==> src/rtl/mem_stage_if.sv <==
// Data-memory bus between the MEM stage (master) and the data memory (slave).
// A request is held until gnt; load data returns later on rvalid.
interface mem_stage_if #(
    parameter int WORD = 32
);
    logic            dmem_req;
    logic            dmem_we;
    logic [WORD-1:0] dmem_addr;
    logic [3:0]      dmem_wstrb;
    logic [WORD-1:0] dmem_wdata;
    logic            dmem_gnt;
    logic            dmem_rvalid;
    logic [WORD-1:0] dmem_rdata;

    modport master (
        output dmem_req, dmem_we, dmem_addr, dmem_wstrb, dmem_wdata,
        input  dmem_gnt, dmem_rvalid, dmem_rdata
    );

    modport slave (
        input  dmem_req, dmem_we, dmem_addr, dmem_wstrb, dmem_wdata,
        output dmem_gnt, dmem_rvalid, dmem_rdata
    );
endinterface

==> src/rtl/mem_stage.sv <==
// MEM stage of the 32-bit LoongArch pipeline: passes ALU results through in one
// cycle, runs loads/stores on the req/gnt/rvalid bus and stalls EX meanwhile.
// Optional macro MEM_ALIGN_CHECK_EN: misaligned h/w accesses retire at once with
// out_ale=1 instead of touching the bus. Without it out_ale never rises and low
// address bits below the access size are ignored.
module mem_stage #(
    parameter int WORD    = 32,
    parameter int REG_LOG = 5
) (
    input  logic               clk,
    input  logic               rst,
    input  logic               in_valid,
    output logic               in_ready,
    input  logic [WORD-1:0]    in_PC,
    input  logic [WORD-1:0]    in_ALU_out,
    input  logic [WORD-1:0]    in_store_data,
    input  logic [3:0]         in_mem_op,
    input  logic [REG_LOG-1:0] in_rd,
    input  logic               in_reg_we,
    output logic               out_valid,
    output logic [WORD-1:0]    out_PC,
    output logic [WORD-1:0]    out_result,
    output logic [REG_LOG-1:0] out_rd,
    output logic               out_reg_we,
    output logic               out_ale,
    mem_stage_if.master        dmem
);
    localparam logic [3:0] LD_B  = 4'b0001;
    localparam logic [3:0] LD_H  = 4'b0010;
    localparam logic [3:0] LD_W  = 4'b0011;
    localparam logic [3:0] LD_BU = 4'b0100;
    localparam logic [3:0] LD_HU = 4'b0101;
    localparam logic [3:0] ST_B  = 4'b1000;
    localparam logic [3:0] ST_H  = 4'b1001;
    localparam logic [3:0] ST_W  = 4'b1010;

    typedef enum logic [1:0] {IDLE, REQ, WAIT} state_t;
    state_t state;

    // Transaction context held while the bus is busy
    logic [WORD-1:0]    cap_pc;
    logic [WORD-1:0]    cap_addr;
    logic [3:0]         cap_op;
    logic [REG_LOG-1:0] cap_rd;
    logic               cap_we;

    logic               is_ld, is_st;
    logic [WORD-1:0]    st_wdata;
    logic [3:0]         st_wstrb;

    assign in_ready = (state == IDLE);

    // Opcode class and store lane formatting from the incoming EX result
    always_comb begin
        is_ld    = (in_mem_op >= LD_B) && (in_mem_op <= LD_HU);
        is_st    = (in_mem_op >= ST_B) && (in_mem_op <= ST_W);
        st_wdata = in_store_data;
        st_wstrb = 4'b0000;
        case (in_mem_op)
            ST_B: begin
                st_wdata = {4{in_store_data[7:0]}};
                st_wstrb = 4'b0001 << in_ALU_out[1:0];
            end
            ST_H: begin
                st_wdata = {2{in_store_data[15:0]}};
                st_wstrb = in_ALU_out[1] ? 4'b1100 : 4'b0011;
            end
            ST_W:    st_wstrb = 4'b1111;
            default: st_wstrb = 4'b0000;
        endcase
    end

`ifdef MEM_ALIGN_CHECK_EN
    logic misalign;

    // Halfword accesses need addr[0]=0, word accesses addr[1:0]=00
    always_comb begin
        misalign = 1'b0;
        case (in_mem_op)
            LD_H, LD_HU, ST_H: misalign = in_ALU_out[0];
            LD_W, ST_W:        misalign = |in_ALU_out[1:0];
            default:           misalign = 1'b0;
        endcase
    end
`endif

    // Pick the addressed byte/half out of the returned word and extend it
    function automatic logic [WORD-1:0] load_extract(input logic [3:0] op,
                                                     input logic [1:0] lane,
                                                     input logic [WORD-1:0] w);
        logic [WORD-1:0] sh;
        logic [7:0]      b;
        logic [15:0]     h;
        logic [WORD-1:0] r;
        sh = w >> {lane, 3'b000};
        b  = sh[7:0];
        h  = lane[1] ? w[31:16] : w[15:0];
        case (op)
            LD_B:    r = {{24{b[7]}}, b};
            LD_BU:   r = {24'd0, b};
            LD_H:    r = {{16{h[15]}}, h};
            LD_HU:   r = {16'd0, h};
            default: r = w;
        endcase
        return r;
    endfunction

    // Stage FSM: bus control, transaction capture and the registered WB result
    always_ff @(posedge clk) begin
        if (rst) begin
            state           <= IDLE;
            out_valid       <= 1'b0;
            out_PC          <= '0;
            out_result      <= '0;
            out_rd          <= '0;
            out_reg_we      <= 1'b0;
            out_ale         <= 1'b0;
            dmem.dmem_req   <= 1'b0;
            dmem.dmem_we    <= 1'b0;
            dmem.dmem_wstrb <= 4'b0000;
            dmem.dmem_addr  <= '0;
            dmem.dmem_wdata <= '0;
            cap_pc          <= '0;
            cap_addr        <= '0;
            cap_op          <= 4'b0000;
            cap_rd          <= '0;
            cap_we          <= 1'b0;
        end else begin
            out_valid <= 1'b0;
            case (state)
                IDLE: begin
                    if (in_valid) begin
`ifdef MEM_ALIGN_CHECK_EN
                        if (misalign) begin
                            out_valid  <= 1'b1;
                            out_PC     <= in_PC;
                            out_result <= in_ALU_out;
                            out_rd     <= in_rd;
                            out_reg_we <= 1'b0;
                            out_ale    <= 1'b1;
                        end else
`endif
                        if (is_ld || is_st) begin
                            cap_pc          <= in_PC;
                            cap_addr        <= in_ALU_out;
                            cap_op          <= in_mem_op;
                            cap_rd          <= in_rd;
                            cap_we          <= in_reg_we;
                            dmem.dmem_req   <= 1'b1;
                            dmem.dmem_we    <= is_st;
                            dmem.dmem_addr  <= {in_ALU_out[WORD-1:2], 2'b00};
                            dmem.dmem_wstrb <= st_wstrb;
                            dmem.dmem_wdata <= st_wdata;
                            state           <= REQ;
                        end else begin
                            out_valid  <= 1'b1;
                            out_PC     <= in_PC;
                            out_result <= in_ALU_out;
                            out_rd     <= in_rd;
                            out_reg_we <= in_reg_we;
                            out_ale    <= 1'b0;
                        end
                    end
                end
                REQ: begin
                    if (dmem.dmem_gnt) begin
                        dmem.dmem_req <= 1'b0;
                        if (dmem.dmem_we) begin
                            out_valid  <= 1'b1;
                            out_PC     <= cap_pc;
                            out_result <= cap_addr;
                            out_rd     <= cap_rd;
                            out_reg_we <= 1'b0;
                            out_ale    <= 1'b0;
                            state      <= IDLE;
                        end else begin
                            state <= WAIT;
                        end
                    end
                end
                WAIT: begin
                    if (dmem.dmem_rvalid) begin
                        out_valid  <= 1'b1;
                        out_PC     <= cap_pc;
                        out_result <= load_extract(cap_op, cap_addr[1:0], dmem.dmem_rdata);
                        out_rd     <= cap_rd;
                        out_reg_we <= cap_we;
                        out_ale    <= 1'b0;
                        state      <= IDLE;
                    end
                end
                default: state <= IDLE;
            endcase
        end
    end
endmodule

==> src/flat_wrapper.sv <==
// flat-port wrapper written by rule: the top's interface ports become plain ports
module mem_stage_flat 
#(
    parameter int WORD    = 32,
    parameter int REG_LOG = 5
)
  (clk, rst, in_valid, in_ready, in_PC, in_ALU_out, in_store_data, in_mem_op, in_rd, in_reg_we, out_valid, out_PC, out_result, out_rd, out_reg_we, out_ale, dmem_dmem_req, dmem_dmem_we, dmem_dmem_addr, dmem_dmem_wstrb, dmem_dmem_wdata, dmem_dmem_gnt, dmem_dmem_rvalid, dmem_dmem_rdata);
  mem_stage_if #(.WORD(WORD)) dmem_i ();
  input  logic clk;
  input  logic rst;
  input  logic in_valid;
  output logic in_ready;
  input  logic [WORD-1:0] in_PC;
  input  logic [WORD-1:0] in_ALU_out;
  input  logic [WORD-1:0] in_store_data;
  input  logic [3:0] in_mem_op;
  input  logic [REG_LOG-1:0] in_rd;
  input  logic in_reg_we;
  output logic out_valid;
  output logic [WORD-1:0] out_PC;
  output logic [WORD-1:0] out_result;
  output logic [REG_LOG-1:0] out_rd;
  output logic out_reg_we;
  output logic out_ale;
  output wire logic [$bits(dmem_i.dmem_req)-1:0] dmem_dmem_req;
  output wire logic [$bits(dmem_i.dmem_we)-1:0] dmem_dmem_we;
  output wire logic [$bits(dmem_i.dmem_addr)-1:0] dmem_dmem_addr;
  output wire logic [$bits(dmem_i.dmem_wstrb)-1:0] dmem_dmem_wstrb;
  output wire logic [$bits(dmem_i.dmem_wdata)-1:0] dmem_dmem_wdata;
  input wire logic [$bits(dmem_i.dmem_gnt)-1:0] dmem_dmem_gnt;
  input wire logic [$bits(dmem_i.dmem_rvalid)-1:0] dmem_dmem_rvalid;
  input wire logic [$bits(dmem_i.dmem_rdata)-1:0] dmem_dmem_rdata;
  assign dmem_dmem_req = dmem_i.dmem_req;
  assign dmem_dmem_we = dmem_i.dmem_we;
  assign dmem_dmem_addr = dmem_i.dmem_addr;
  assign dmem_dmem_wstrb = dmem_i.dmem_wstrb;
  assign dmem_dmem_wdata = dmem_i.dmem_wdata;
  assign dmem_i.dmem_gnt = dmem_dmem_gnt;
  assign dmem_i.dmem_rvalid = dmem_dmem_rvalid;
  assign dmem_i.dmem_rdata = dmem_dmem_rdata;
  mem_stage #(.WORD(WORD), .REG_LOG(REG_LOG)) u_core (.clk(clk), .rst(rst), .in_valid(in_valid), .in_ready(in_ready), .in_PC(in_PC), .in_ALU_out(in_ALU_out), .in_store_data(in_store_data), .in_mem_op(in_mem_op), .in_rd(in_rd), .in_reg_we(in_reg_we), .out_valid(out_valid), .out_PC(out_PC), .out_result(out_result), .out_rd(out_rd), .out_reg_we(out_reg_we), .out_ale(out_ale), .dmem(dmem_i));
endmodule
==> config.mk <==
export PLATFORM = sky130hd
export DESIGN_NAME = mem_stage_flat
export DESIGN_NICKNAME = d
export VERILOG_FILES = /design/src/rtl/mem_stage_if.sv /design/src/rtl/mem_stage.sv /design/src/flat_wrapper.sv
export SDC_FILE = /design/constraint.sdc
export NUM_CORES = 1
export LEC_CHECK = 0
export BUFFER_PORTS_ARGS = -buffer_cell sky130_fd_sc_hd__buf_2
export CORE_MARGIN = 1
export CORE_UTILIZATION = 55
export CTS_CLUSTER_SIZE = 14
export DETAILED_ROUTE_END_ITERATION = 7
export PLACE_DENSITY = 0.9
export SLEW_MARGIN = 20
export SYNTH_ARGS = -nofsm -noshare
export SYNTH_HDL_FRONTEND = slang
export SYNTH_SLANG_ARGS = --single-unit
==> constraint.sdc <==
create_clock -name clk -period 6.91 [get_ports clk]
set_clock_uncertainty 0.15 [all_clocks]
set_input_delay 0.691 -clock clk [delete_from_list [all_inputs] [get_ports clk]]
set_output_delay 0.691 -clock clk [all_outputs]
set_load 0.005 [all_outputs]
## Word-level counts from Yosys, hierarchy flattened

Cells that the tools add are included.

- ROM bits: 0
- Logic and storage cells: 97
- Memories kept: 0
- Output and inout port bits: 143
- Register bits after elaboration: 216
- Latch bits: 0
- RAM bits: 0

- Shift operators: 2
- Mux-type cells: 49
- Multipliers: 0
- Equal/unequal tests: 15
- Bitwise operators: 0
- Add/subtract/negate cells: 0
- $lt $le $gt $ge: 4
- Divide/modulo/power cells: 0
- Reductions and logical operators: 10

Operator list:

| cell | count |
|---|---|
| 32-bit 2-to-1 mux | 10 |
| 32-bit case mux with 3 select lines | 2 |
| 32-bit case mux with 4 select lines | 1 |
| 32-bit case mux with 2 select lines | 1 |
| 32-bit by 5-bit right shift with 8-bit output | 1 |
| 5-bit 2-to-1 mux | 5 |
| 1-bit 2-to-1 mux | 16 |
| 16-bit 2-to-1 mux | 1 |
| 5-bit case mux with 3 select lines | 1 |
| 4-bit == test, second input constant | 3 |
| 4-bit case mux with 3 select lines | 1 |
| 2-bit 2-to-1 mux | 5 |
| 1-bit case mux with 3 select lines | 3 |
| 4-bit by 3-bit == test with 1-bit output, second input constant | 2 |
| 2-bit inequality test, second input constant | 4 |
| 4-bit AND reduction | 2 |
| 2-bit case mux with 3 select lines | 1 |
| 6-bit AND reduction | 1 |
| 4-bit by 1-bit == test with 1-bit output, second input constant | 1 |
| 4-bit by 2-bit == test with 1-bit output, second input constant | 1 |
| 4-bit by 1-bit >= comparator with 1-bit output, second input constant | 1 |
| 4-bit >= comparator, second input constant | 1 |
| 4-bit by 3-bit <= comparator with 1-bit output, second input constant | 1 |
| 4-bit <= comparator, second input constant | 1 |
| 12 further kinds | 14 |

## Longest topological paths before layout

- Depth in word-level cells: 6
- Depth in mapped cells: 10

## Worst setup path after synthesis

OpenSTA, ideal clock, no wires.

- Kind: input-to-reg
- Start point: input port in_mem_op[0]
- End point: register u_core.out_result[28]
- Cell stages on the path: 8
- Required time: 6.682 ns
- Data arrival time: 2.297 ns
- Slack: 4.385 ns
- Path through: buf_2 -> nor4_2 -> a221oi_2 -> a2111oi_4 -> buf_2 -> buf_2 -> nor2_1 -> nor3_1

- Word-level cells in the longest chain between the ends: 5

RTL lines:

| what | line | RTL |
|---|---|---|
| start: declaration | flat_wrapper.sv:16 | `input logic [3:0] in_mem_op;` |
| 4-bit by 1-bit >= comparator with 1-bit output, or another cell as far along | mem_stage.sv:55 | `is_ld = (in_mem_op >= LD_B) && (in_mem_op <= LD_HU);` |
| 1-bit logical AND (on tied branches) | mem_stage.sv:55, mem_stage.sv:56 |  |
| 1-bit logical OR (*) | mem_stage.sv:143 | `if (is_ld \|\| is_st) begin` |
| 2-bit inequality test (no source line) (*) | n/a |  |
| 6-bit AND reduction (no source line) (*) | n/a |  |
| end signal: assignment | mem_stage.sv:158 | `out_result <= in_ALU_out;` |
| end signal: assignment | mem_stage.sv:171 | `out_result <= cap_addr;` |
| end signal: assignment | mem_stage.sv:185 | `out_result <= load_extract(cap_op, cap_addr[1:0], dmem.dmem_rdata);` |
| end: declaration | mem_stage.sv:22 | `output logic [WORD-1:0] out_result,` |

Every way passes the cells marked *; elsewhere a longest branch is shown, timed or not.
A chain may end at the register's enable or synchronous reset.

## Worst setup path after layout

- Start point: input port in_mem_op[0]
- End point: register u_core.dmem.dmem_wdata[21]

- Word-level cells in the longest chain between the ends: 4

RTL lines:

| what | line | RTL |
|---|---|---|
| 4-bit by 1-bit >= comparator with 1-bit output, or another cell as far along | mem_stage.sv:55 |  |
| 1-bit logical AND (on tied branches) | mem_stage.sv:55, mem_stage.sv:56 |  |
| 1-bit logical OR | mem_stage.sv:143 |  |
| 3-bit AND reduction (no source line) | n/a |  |
| end signal: assignment | mem_stage.sv:153 | `dmem.dmem_wdata <= st_wdata;` |
| end: declaration | mem_stage_if.sv:16 | `output dmem_req, dmem_we, dmem_addr, dmem_wstrb, dmem_wdata,` |

Parallel ways exist; a longest one is shown, timed or not.

==> results.py <==
metrics = {
    "timing": {
        "fin_setup_tns_ns": 0,
        "hold_viol": 0,
        "setup-violations-final": 0,
        "slew_headroom_pct": 22.82,
        "post-route-period-util_pct": 49.33,
        "period_minus_slack_ns": 3.409,
        "worst_pin_slew_ns": 1.153,
        "maxSlewViolCount": 0,
        "rsz0062_at_grt": "no",
        "max_clock_freq_mhz": 293.4,
    },
    "critical_path": {
        "cp_cell_sequence": "buf_2 -> a21o_1 -> a221o_1 -> nor2_4 -> buf_4 -> nor2_1 -> a211oi_1",
        "cp.depth": 7,
        "cp.required_ns": 7.08,
        "cp.buffers_inverters": 2,
        "critPathMaxStageDelay_ns": 0.84,
        "critPathSlowestCell": "nor2_4",
        "crit_path_start_kind": "input port",
        "crit_fanout": 81,
        "path_delay_family": "buffers and inverters",
        "cp.arrival_ns": 3.58,
        "worstRegToRegCells": 5,
        "endpoint_kind": "flip-flop",
        "crit_type": "input port to flip-flop",
    },
    "die": {
        "die_y_um": 129.0,
        "rows": 46,
        "die_x_um": 129.0,
        "core_sq_um": 15830,
        "dieArea_sq_um": 16650,
        "initial_core_util_pct": 56.06,
        "io_pins": 286,
    },
    "clock_tree": {
        "cts_buffers": 17,
        "ctsHoldBuffers": 0,
        "clock-root-buffer": "clkbuf_16",
        "clk_pin_slew_worst_paths_ns": 0.07,
        "post_cts_buffers": 0,
        "cts_resized": 0,
        "clk_latency_ns": 0.42,
        "clk_path_buf_depth": 2,
        "htree_levels": 4,
        "cts_sinks": 185,
        "cts_tree": "yes",
    },
    "detailed_routing": {
        "wl_um": 25400,
        "drc": 0,
        "initialDrtViolationCount": 882,
        "dr.pass1.iters": 5,
        "drt-vias-per-instance": 5.832,
        "routedWlPerCell_um": 16.88,
        "antenna_left": 0,
        "vias": 8772,
    },
    "cells_and_area": {
        "area_delta_synth_final_pct": 20.14,
        "drive_gt1_share_pct": 26.44,
        "fin_area_sq_um": 10660,
        "final_common_cell": "buf_2",
        "most-common-layout-cells": "buf_2 (281), nand2_1 (235), dfxtp_1 (185)",
        "nets": 1423,
        "fillers": 1298,
    },
    "run_status": {
        "outcome": "completed",
    },
    "placed_design": {
        "dp_hpwl_um": 17130,
        "placed_area_sq_um": 10050,
        "place_congestion": 0.9098,
        "port_buffers": 282,
    },
    "power_and_ir_drop": {
        "p_leak_uw": 0.004428,
        "powerDensity_nw_per_um2": 285.5,
        "peakVddDrop_mv": 0.1779,
    },
    "synthesis": {
        "ys_seq_elements": 185,
        "synth_simple_gate_area_share_pct": 17.20,
        "synth_top_family_by_area": "compound AO/OA/AOI/OAI gates",
        "syn_area_per_cell_sq_um": 8.148,
        "seq_area_frac_synth_pct": 41.74,
        "synthXorXnorAreaFrac_pct": 0.09870,
        "synth_flop_cell": "dfxtp_1",
        "synth_edf_count": 0,
        "yosys_warnings": 0,
        "async_flop_share_pct": 0,
        "synth_compound_area_share_pct": 23.82,
        "synthesis.instances": 1089,
        "syn_area_sq_um": 8874,
        "synth_mux_area_share_pct": 9.151,
        "ys_types": 49,
        "synthAdderAreaFrac_pct": 0.5640,
    },
    "global_route": {
        "grt_busiest_layer": "met2",
        "grt_max_degree": 96,
        "grt_pass1_wl_um": 39520,
        "use_met2_pct": 48.55,
        "grtUsageTotal_pct": 30.10,
        "use_met3_pct": 7.432,
        "grt_pass1_vias": 8137,
        "globalRouteOverflowTotal": 0,
        "grt.met1_usage_pct": 36.84,
        "antenna_found_initial": 2,
    },
    "job": {
        "maxCapViolations": 0,
    },
    "min_path": {
        "holdPathStages": 2,
        "hp-class": "flip-flop to flip-flop",
    },
}
-- report_power, final --
part / switching, uW / total, uW / internal, uW
logic: 467 / 786 / 319
clock network: 402 / 988 / 586
registers: 74.3 / 1270 / 1200
total: 943 / 3040 / 2100
-- cells in the mapped netlist, drive strengths merged (16+ instances only) --
cell type  count  share of area [%]
nor3          18                1.1
o211a         16                1.8
clkbuf        69                2.9
o211ai        17                1.4
o22ai         16                1.1
mux2i         71                8.0
buf           58                4.2
o21ai         33                1.9
nor2          85                3.6
a211oi        70                5.9
nand2        235                9.9
o2111ai       21                2.1
dfxtp        185                 42
a21oi        111                6.3
-- registers in the layout (all words and copies together) (netlist names), 2 cells and up --
name and count:
u_core.cap_addr 32, u_core.cap_pc 32, u_core.dmem.dmem_wdata 32, u_core.out_PC 32, u_core.out_result 32, u_core.cap_rd 5, u_core.out_rd 5, u_core.cap_op 4
u_core.dmem.dmem_wstrb 4, u_core.state 2
-- stage by stage --
| step | cells | total power (uW) | hold WS [ns] | worst slack, ns | util, % |
|---|---|---|---|---|---|
| 4_1_cts | 1501 | 3044 | 0.3037 | 3.564 | 67.16 |
| 2_1_floorplan | 1091 | 1798 | 0.2860 | 4.385 | - |
| 3_3_place_gp | 1472 | 2040 | 0.2891 | 3.222 | 63.47 |
| 5_1_grt | 1504 | 3195 | 0.3203 | 3.320 | 67.35 |
| 6_report | 1504 | 3044 | 0.3008 | 3.501 | 67.35 |
| 3_5_place_dp | 1472 | 2066 | 0.2950 | 3.108 | 63.47 |
-- cell type report --
class / count / area (sq um) / area share (%)
multi-input cells: 773 / 4562 / 42.79
clock inverters: 6 / 116.4 / 1.092
inverters: 6 / 22.52 / 0.2113
repair buffers: 293 / 1513 / 14.19
well taps: 216 / 270.3 / 2.535
clock buffers: 23 / 467.9 / 4.390
diodes: 2 / 5.005 / 0.04695
flip-flops and latches: 185 / 3704 / 34.74
-- per-layer routing --
layer  vias to the layer above  wire, um
met5                         -         0
met4                         0      1017
met3                        88      2340
met2                       465     11840
met1                      4022     10200
li1                       4197         -
-- worst min-delay path: cells and delay by family (launching register included) --
kind               cells  cell delay [ns]
AOI/OAI and AO/OA      1             0.05
DFF                    1             0.30
and+or+nand+nor        1             0.05
-- kinds of logic after synthesis --
| kind of cell | Yosys count |
|---|---|
| buffers and inverters | 133 |
| muxes | 79 |
| adders and majority gates | 4 |
| xor gates and xnor gates | 1 |
| DFF | 185 |
| AOI/OAI and AO/OA | 314 |
| other | 1 |
| and+or+nand+nor | 372 |
-- worst paths after layout --
path,start,end,slack (ns)
max reg2reg,u_core.cap_addr[1]$_SDFFE_PP0P_,u_core.out_result[24]$_SDFFE_PP0P_,3.57
min,u_core.out_result[11]$_SDFFE_PP0P_,u_core.out_result[11]$_SDFFE_PP0P_,0.30
max,in_mem_op[0],u_core.dmem.dmem_wdata[21]$_SDFFE_PP0P_,3.50
min reg2reg,u_core.out_result[11]$_SDFFE_PP0P_,u_core.out_result[11]$_SDFFE_PP0P_,0.30
(Power assumes the default switching activity.)
